==> config.mk <==
export PLATFORM = sky130hd
export DESIGN_NAME = loop_nest_controller
export DESIGN_NICKNAME = d
export VERILOG_FILES = /design/src/rtl/loop_ctrl_pkg.sv /design/src/rtl/loop_wrap_detect.sv /design/src/rtl/loop_nest_controller.sv
export SDC_FILE = /design/constraint.sdc
export NUM_CORES = 1
export LEC_CHECK = 0
export ABC_CLOCK_PERIOD_IN_PS = 6320
export BUFFER_PORTS_ARGS = -buffer_cell sky130_fd_sc_hd__buf_2
export CAP_MARGIN = 20
export CORE_MARGIN = 2
export CORE_UTILIZATION = 30
export DETAILED_ROUTE_END_ITERATION = 16
export GPL_ROUTABILITY_DRIVEN = 0
export SETUP_SLACK_MARGIN = 0.05
export SLEW_MARGIN = 20
export SYNTH_ARGS = -nofsm -noshare
export SYNTH_HDL_FRONTEND = slang
export SYNTH_SLANG_ARGS = --single-unit
==> constraint.sdc <==
create_clock -name i_clk -period 6.32 [get_ports i_clk]
set_input_delay 0.948 -clock i_clk [delete_from_list [all_inputs] [get_ports i_clk]]
set_output_delay 0.948 -clock i_clk [all_outputs]
set_load 0.05 [all_outputs]
==> src/rtl/loop_ctrl_pkg.sv <==
// Shared types and sizing for the loop-nest controller and its address-generator consumer.
// Widths are fixed here so every block that imports the package agrees on them.
package loop_ctrl_pkg;

  localparam int LOOP_COUNT_W = 8;
  localparam int INST_ADDR_W  = 4;
  localparam int NUM_LOOPS    = 1 << INST_ADDR_W;

  function automatic int level_w_of(input int addr_w);
    return (addr_w < 1) ? 1 : addr_w;
  endfunction

  localparam int LEVEL_W     = level_w_of(INST_ADDR_W);
  // num_loops and w both span 0..NUM_LOOPS inclusive
  localparam int CNT_LOOPS_W = INST_ADDR_W + 1;

  localparam logic [1:0] S_IDLE = 2'd0;
  localparam logic [1:0] S_RUN  = 2'd1;
  localparam logic [1:0] S_DONE = 2'd2;

  typedef enum logic [1:0] {
    IDLE = S_IDLE,
    RUN  = S_RUN,
    DONE = S_DONE
  } state_t;

  typedef struct packed {
    logic [LEVEL_W-1:0] level;
    logic               first;
    logic               last;
  } step_t;

endpackage

==> src/rtl/loop_wrap_detect.sv <==
// Carry chain over the per-level cnt==max flags: w is the number of wrapping levels from 0.
// Purely combinational; levels at or above num_loops break the chain.
module loop_wrap_detect
  import loop_ctrl_pkg::*;
(
  input  logic [NUM_LOOPS-1:0]   i_eq,
  input  logic [CNT_LOOPS_W-1:0] i_num_loops,
  output logic [CNT_LOOPS_W-1:0] o_w,
  output logic                   o_all_wrap
);

  logic w_stop;

  always_comb begin
    o_w    = CNT_LOOPS_W'(NUM_LOOPS);
    w_stop = 1'b0;
    for (int i = 0; i < NUM_LOOPS; i++) begin
      if (!w_stop && ((CNT_LOOPS_W'(i) >= i_num_loops) || !i_eq[i])) begin
        o_w    = CNT_LOOPS_W'(i);
        w_stop = 1'b1;
      end
    end
    o_all_wrap = (o_w >= i_num_loops);
  end

endmodule

==> src/rtl/loop_nest_controller.sv <==
// Walks a programmed loop nest, one iteration per accepted step; first step the cycle after start.
// Backpressure: while step_ready is low every step output and iter_vec hold.
module loop_nest_controller
  import loop_ctrl_pkg::*;
(
  input  logic                                i_clk,
  input  logic                                i_reset,
  input  logic                                i_start,
  input  logic                                i_abort,
  output logic                                o_done,
  output logic                                o_busy,
  input  logic                                i_loop_wr_v,
  input  logic [LOOP_COUNT_W-1:0]             i_loop_wr_max_iter,
  input  logic                                i_cfg_clear,
  output logic                                o_cfg_overflow,
  output logic                                o_step_valid,
  input  logic                                i_step_ready,
  output logic [LEVEL_W-1:0]                  o_step_level,
  output logic                                o_step_first,
  output logic                                o_step_last,
  output logic [NUM_LOOPS*LOOP_COUNT_W-1:0]   o_iter_vec
);

  state_t                   r_state;
  logic [LOOP_COUNT_W-1:0]  r_max [NUM_LOOPS];
  logic [LOOP_COUNT_W-1:0]  r_cnt [NUM_LOOPS];
  logic [CNT_LOOPS_W-1:0]   r_num_loops;
  logic                     r_overflow;
  logic                     r_first;
  logic [LEVEL_W-1:0]       r_level;

  logic [NUM_LOOPS-1:0]     w_eq;
  logic [CNT_LOOPS_W-1:0]   w_w;
  logic                     w_all_wrap;
  logic                     w_run;
  step_t                    w_step;

  always_comb begin
    w_eq = '0;
    for (int i = 0; i < NUM_LOOPS; i++) begin
      w_eq[i] = (r_cnt[i] == r_max[i]);
    end
  end

  loop_wrap_detect u_wrap (
    .i_eq        (w_eq),
    .i_num_loops (r_num_loops),
    .o_w         (w_w),
    .o_all_wrap  (w_all_wrap)
  );

  assign w_run  = (r_state == RUN);
  assign w_step = '{level: (w_run ? r_level : '0),
                    first: (w_run & r_first),
                    last:  (w_run & w_all_wrap)};

  assign o_step_valid   = w_run;
  assign o_step_level   = w_step.level;
  assign o_step_first   = w_step.first;
  assign o_step_last    = w_step.last;
  assign o_done         = (r_state == DONE);
  assign o_busy         = (r_state != IDLE);
  assign o_cfg_overflow = r_overflow;

  // Levels outside the current program read 0 even if a previous, longer program left them set
  always_comb begin
    o_iter_vec = '0;
    for (int i = 0; i < NUM_LOOPS; i++) begin
      if (CNT_LOOPS_W'(i) < r_num_loops) begin
        o_iter_vec[i*LOOP_COUNT_W +: LOOP_COUNT_W] = r_cnt[i];
      end
    end
  end

  always_ff @(posedge i_clk) begin
    if (i_reset) begin
      r_state     <= IDLE;
      r_num_loops <= '0;
      r_overflow  <= 1'b0;
      r_first     <= 1'b0;
      r_level     <= '0;
      for (int i = 0; i < NUM_LOOPS; i++) begin
        r_max[i] <= '0;
        r_cnt[i] <= '0;
      end
    end else if (i_abort && (r_state != IDLE)) begin
      r_state <= IDLE;
      r_first <= 1'b0;
      r_level <= '0;
      for (int i = 0; i < NUM_LOOPS; i++) begin
        r_cnt[i] <= '0;
      end
    end else begin
      case (r_state)
        IDLE: begin
          if (i_cfg_clear) begin
            r_num_loops <= '0;
            r_overflow  <= 1'b0;
          end else if (i_loop_wr_v) begin
            if (r_num_loops == CNT_LOOPS_W'(NUM_LOOPS)) begin
              r_overflow <= 1'b1;
            end else begin
              r_max[r_num_loops[INST_ADDR_W-1:0]] <= i_loop_wr_max_iter;
              r_num_loops <= r_num_loops + CNT_LOOPS_W'(1);
            end
          end
          if (i_start && !i_abort) begin
            if (r_num_loops != '0) begin
              r_state <= RUN;
              r_first <= 1'b1;
              r_level <= '0;
              for (int i = 0; i < NUM_LOOPS; i++) begin
                r_cnt[i] <= '0;
              end
            end else begin
              r_state <= DONE;
            end
          end
        end
        RUN: begin
          if (i_step_ready) begin
            r_first <= 1'b0;
            if (w_all_wrap) begin
              r_state <= DONE;
            end else begin
              r_level <= w_w[LEVEL_W-1:0];
              for (int i = 0; i < NUM_LOOPS; i++) begin
                if (CNT_LOOPS_W'(i) < w_w) begin
                  r_cnt[i] <= '0;
                end else if (CNT_LOOPS_W'(i) == w_w) begin
                  r_cnt[i] <= r_cnt[i] + LOOP_COUNT_W'(1);
                end
              end
            end
          end
        end
        DONE:    r_state <= IDLE;
        default: r_state <= IDLE;
      endcase
    end
  end

endmodule

==> flow_summary_export.csv <==
group,metric,value,unit
global_route,grt_start_max_net_pins,40,
timing,rsz0062_at_grt,"no",
detailed_routing,vias,11280,
timing,fin_skew,0.01291,ns
setup_path,cp.arrival,6.02,ns
synth,synth_fp_nets,1447,
timing,max_freq,172.7,MHz
timing,tightest_slew,1.098,ns
global_route,antenna_found_initial,2,
run_status,status,"complete, no violations",
synth,synth_edf_count,256,
run,maxCapViolCount,0,
floorplanning,dieHeight,228.5,µm
detailed_routing,wl_per_cell,18.83,µm
timing,finalHoldViolCount,0,
cts,htree_levels,1,
layout,nNetsFinal,1598,
detailed_routing,ant_nets,0,
floorplanning,io_pins,153,
setup_path,worst-path-max-fanout,39,
synth,synth_sequential_area_ratio,52.54,%
hold_path,hp-class,"flop to flop",
floorplanning,rows,82,
global_route,grt_pass1_wl,64.41,mm
synth,synthFlopType,"edfxtp_1",
placement,postPlaceCellArea,16710,µm²
placement,io_buffers,152,
global_route,grt_pass1_vias,10950,
timing,slew_headroom,26.56,%
layout,n_antenna_cell,0,
timing,period_share,91.64,%
global_route,grt_usage,15.74,%
placement,place_hpwl,31.05,mm
floorplanning,die_w,228.5,µm
detailed_routing,drcViolationCount,0,
cts,insertion_delay,0.57,ns
timing,setup_tns,0,ns
setup_path,crit_required,6.55,ns
setup_path,worstSetupEndpointType,"flop",
setup_path,critPathLaunchType,"flop",
synth,avgSynthCellArea,10.75,µm²
global_route,grt_overflow,0,
layout,syn2layout_area_growth,16.76,%
synth,synth-async-reset-ratio,0,%
timing,setup_viol,0,
floorplanning,core,49970,µm²
power,ir_worst_vdd,0.0002019,V
floorplanning,initial_core_util,30.27,%
cts,numCtsBuffers,30,
synth,synthCells,1407,
layout,layout-drive-gt1-share,15.93,%
cts,cts_sinks,269,
cts,cts_setup_buffers,0,
synth,synth_cell_types,66,
timing,maxSlewViolCount,0,
synth,synth_seq_cells,269,
timing,post-route-min-period,5.792,ns
detailed_routing,first_pass_iters,7,
cts,clockRootBuffer,"clkbuf_16",
detailed_routing,drt_wl_total,42.44,mm
power,powerDensity,230.5,nW/µm²
timing,whs,0.4926,ns
cts,clk_pin_slew,0.06,ns
cts,max-clock-path-buffers,3,
layout,design_area,17660,µm²
detailed_routing,drtIter0Drc,1101,
cts,cts_tree,"yes",
synth,synth_area,15130,µm²
synth,yosys_warnings,0,
floorplanning,die_area,52230,µm²
power,p_leak,7.169,nW
detailed_routing,routed_via_density,5.004,
setup_path,critPathKind,"flop to flop",
==> what timing repair did <==
action | CTS | global route
setup endpoints to repair | 0 | 41
resized for setup | 0 | 5
hold buffers | 0 | 0
==> placed cells by master, fill, tap and decap left out, types with 23 or more instances in the layout <==
master     count
a21o_1        25
and2_1        34
and3_1       167
buf_2        152
buf_4         30
clkbuf_16     31
edfxtp_1     256
ha_1          25
inv_1         26
nand2_1       43
nand3_1       93
nand4_1       23
nor2_1       159
nor2b_1      103
xnor2_1       96
xor2_1       130
==> state kept, by name, indices dropped and copies added, names as in the netlist <==
| register | count |
|---|---|
| r_state | 2 |
| r_first | 1 |
| r_num_loops | 5 |
| r_level | 4 |
| r_cnt | 128 |
| r_max | 128 |
| o_cfg_overflow | 1 |
==> final cells by class <==
class / count / area (µm²)
well taps: 672 / 840.8
flip-flops and latches: 269 / 7950
clock inverters: 14 / 68.82
multi-input cells: 1048 / 6857
fillers: 5004 / 32300
repair buffers: 182 / 985.9
inverters: 27 / 101.3
clock buffers: 42 / 857.1
==> routing by layer <==
metal / vias to the layer above / wire length [µm] / GRT usage, % / share of wire, %
met3: 81 / 2979 / 3.268 / 7.0
met5: - / 12 / 0 / 0.028
met1: 5496 / 18420 / 20.95 / 43
met4: 2 / 1302 / 5.004 / 3.1
met2: 397 / 19720 / 25.61 / 46
li1: 5304 / - / - / -
==> worst max-delay path: stages (launching register included) <==
cell       delay (ns)
dfxtp_2          0.47
inv_1            0.14
ha_1             0.23
buf_4            0.25
o31ai_1          0.28
and3_1           0.24
nand4bb_1        0.27
and4bb_4         0.50
nand4_1          0.16
nand2_1          0.26
ha_1             0.28
a21o_1           0.15
a21o_1           0.17
a21o_1           0.20
a211oi_1         0.43
buf_4            0.21
nand3_1          0.16
or3_1            0.33
o21ai_0          0.37
a21o_1           0.33
==> metrics by stage <==
stage / cells / utilization [%] / power [mW] / worst slack, ns
floorplan: 1407 / - / 2.329 / 0.5679
global placement: 2198 / 33.44 / 2.441 / 0.5244
detailed placement: 2198 / 33.45 / 2.448 / 0.3762
CTS: 2254 / 35.30 / 4.099 / 0.3494
global route: 2254 / 35.35 / 4.203 / 0.08717
finish: 2254 / 35.35 / 4.071 / 0.5283
==> path summary, 6_finish.rpt <==
check,start,end,slack (ns),cells after the start
worst max-delay path,r_num_loops[0],r_cnt[1][54],0.53,19
worst min-delay path,r_level[2],r_level[2],0.49,2
worst min register to register,r_level[2],r_level[2],0.49,2
worst max register to register,r_num_loops[0],r_cnt[1][54],0.53,19
==> where the power goes <==
group          internal (mW)  switching (mW)  total [mW]
sequential              2.03          0.0969        2.13
clock                  0.939           0.717        1.66
combinational          0.108           0.178       0.287
==> synthesized netlist by cell type, drive strengths merged (2+ instances only) <==
library cell | n | area share (%)
nor4 | 18 | 0.79
o211ai | 4 | 0.20
a41oi | 2 | 0.17
nand2b | 10 | 0.41
and2b | 7 | 0.35
nor4bb | 2 | 0.13
o31ai | 3 | 0.18
inv | 27 | 0.67
nor3 | 20 | 0.69
clkbuf | 49 | 1.2
or2 | 3 | 0.14
o21a | 3 | 0.15
nor2 | 160 | 4.0
a21o | 25 | 1.2
a21oi | 14 | 0.51
nand4b | 3 | 0.17
or4 | 6 | 0.35
a21boi | 2 | 0.099
nand2 | 44 | 1.1
dfxtp | 13 | 1.7
nand4 | 23 | 0.95
xor2 | 130 | 7.5
and2 | 34 | 1.4
nor3b | 3 | 0.15
edfxtp | 256 | 51
a31oi | 3 | 0.12
and4b | 3 | 0.20
ha | 25 | 2.1
buf | 14 | 0.60
o21ai | 13 | 0.43
and3 | 167 | 6.9
nor2b | 103 | 4.3
a22oi | 3 | 0.15
and4bb | 2 | 0.19
nand3 | 93 | 3.1
xnor2 | 96 | 5.6
or3 | 9 | 0.37
==> logic make-up after synthesis <==
kind of cell | after synthesis | share of synthesized area, %
fa+ha+maj | 25 | 2.068
compound gates | 82 | 3.855
simple gates | 714 | 25.90
mux | 1 | 0.06618
buf+inv | 90 | 2.482
flops | 269 | 52.54
xor+xnor | 226 | 13.09
(Power assumes the default switching activity.)
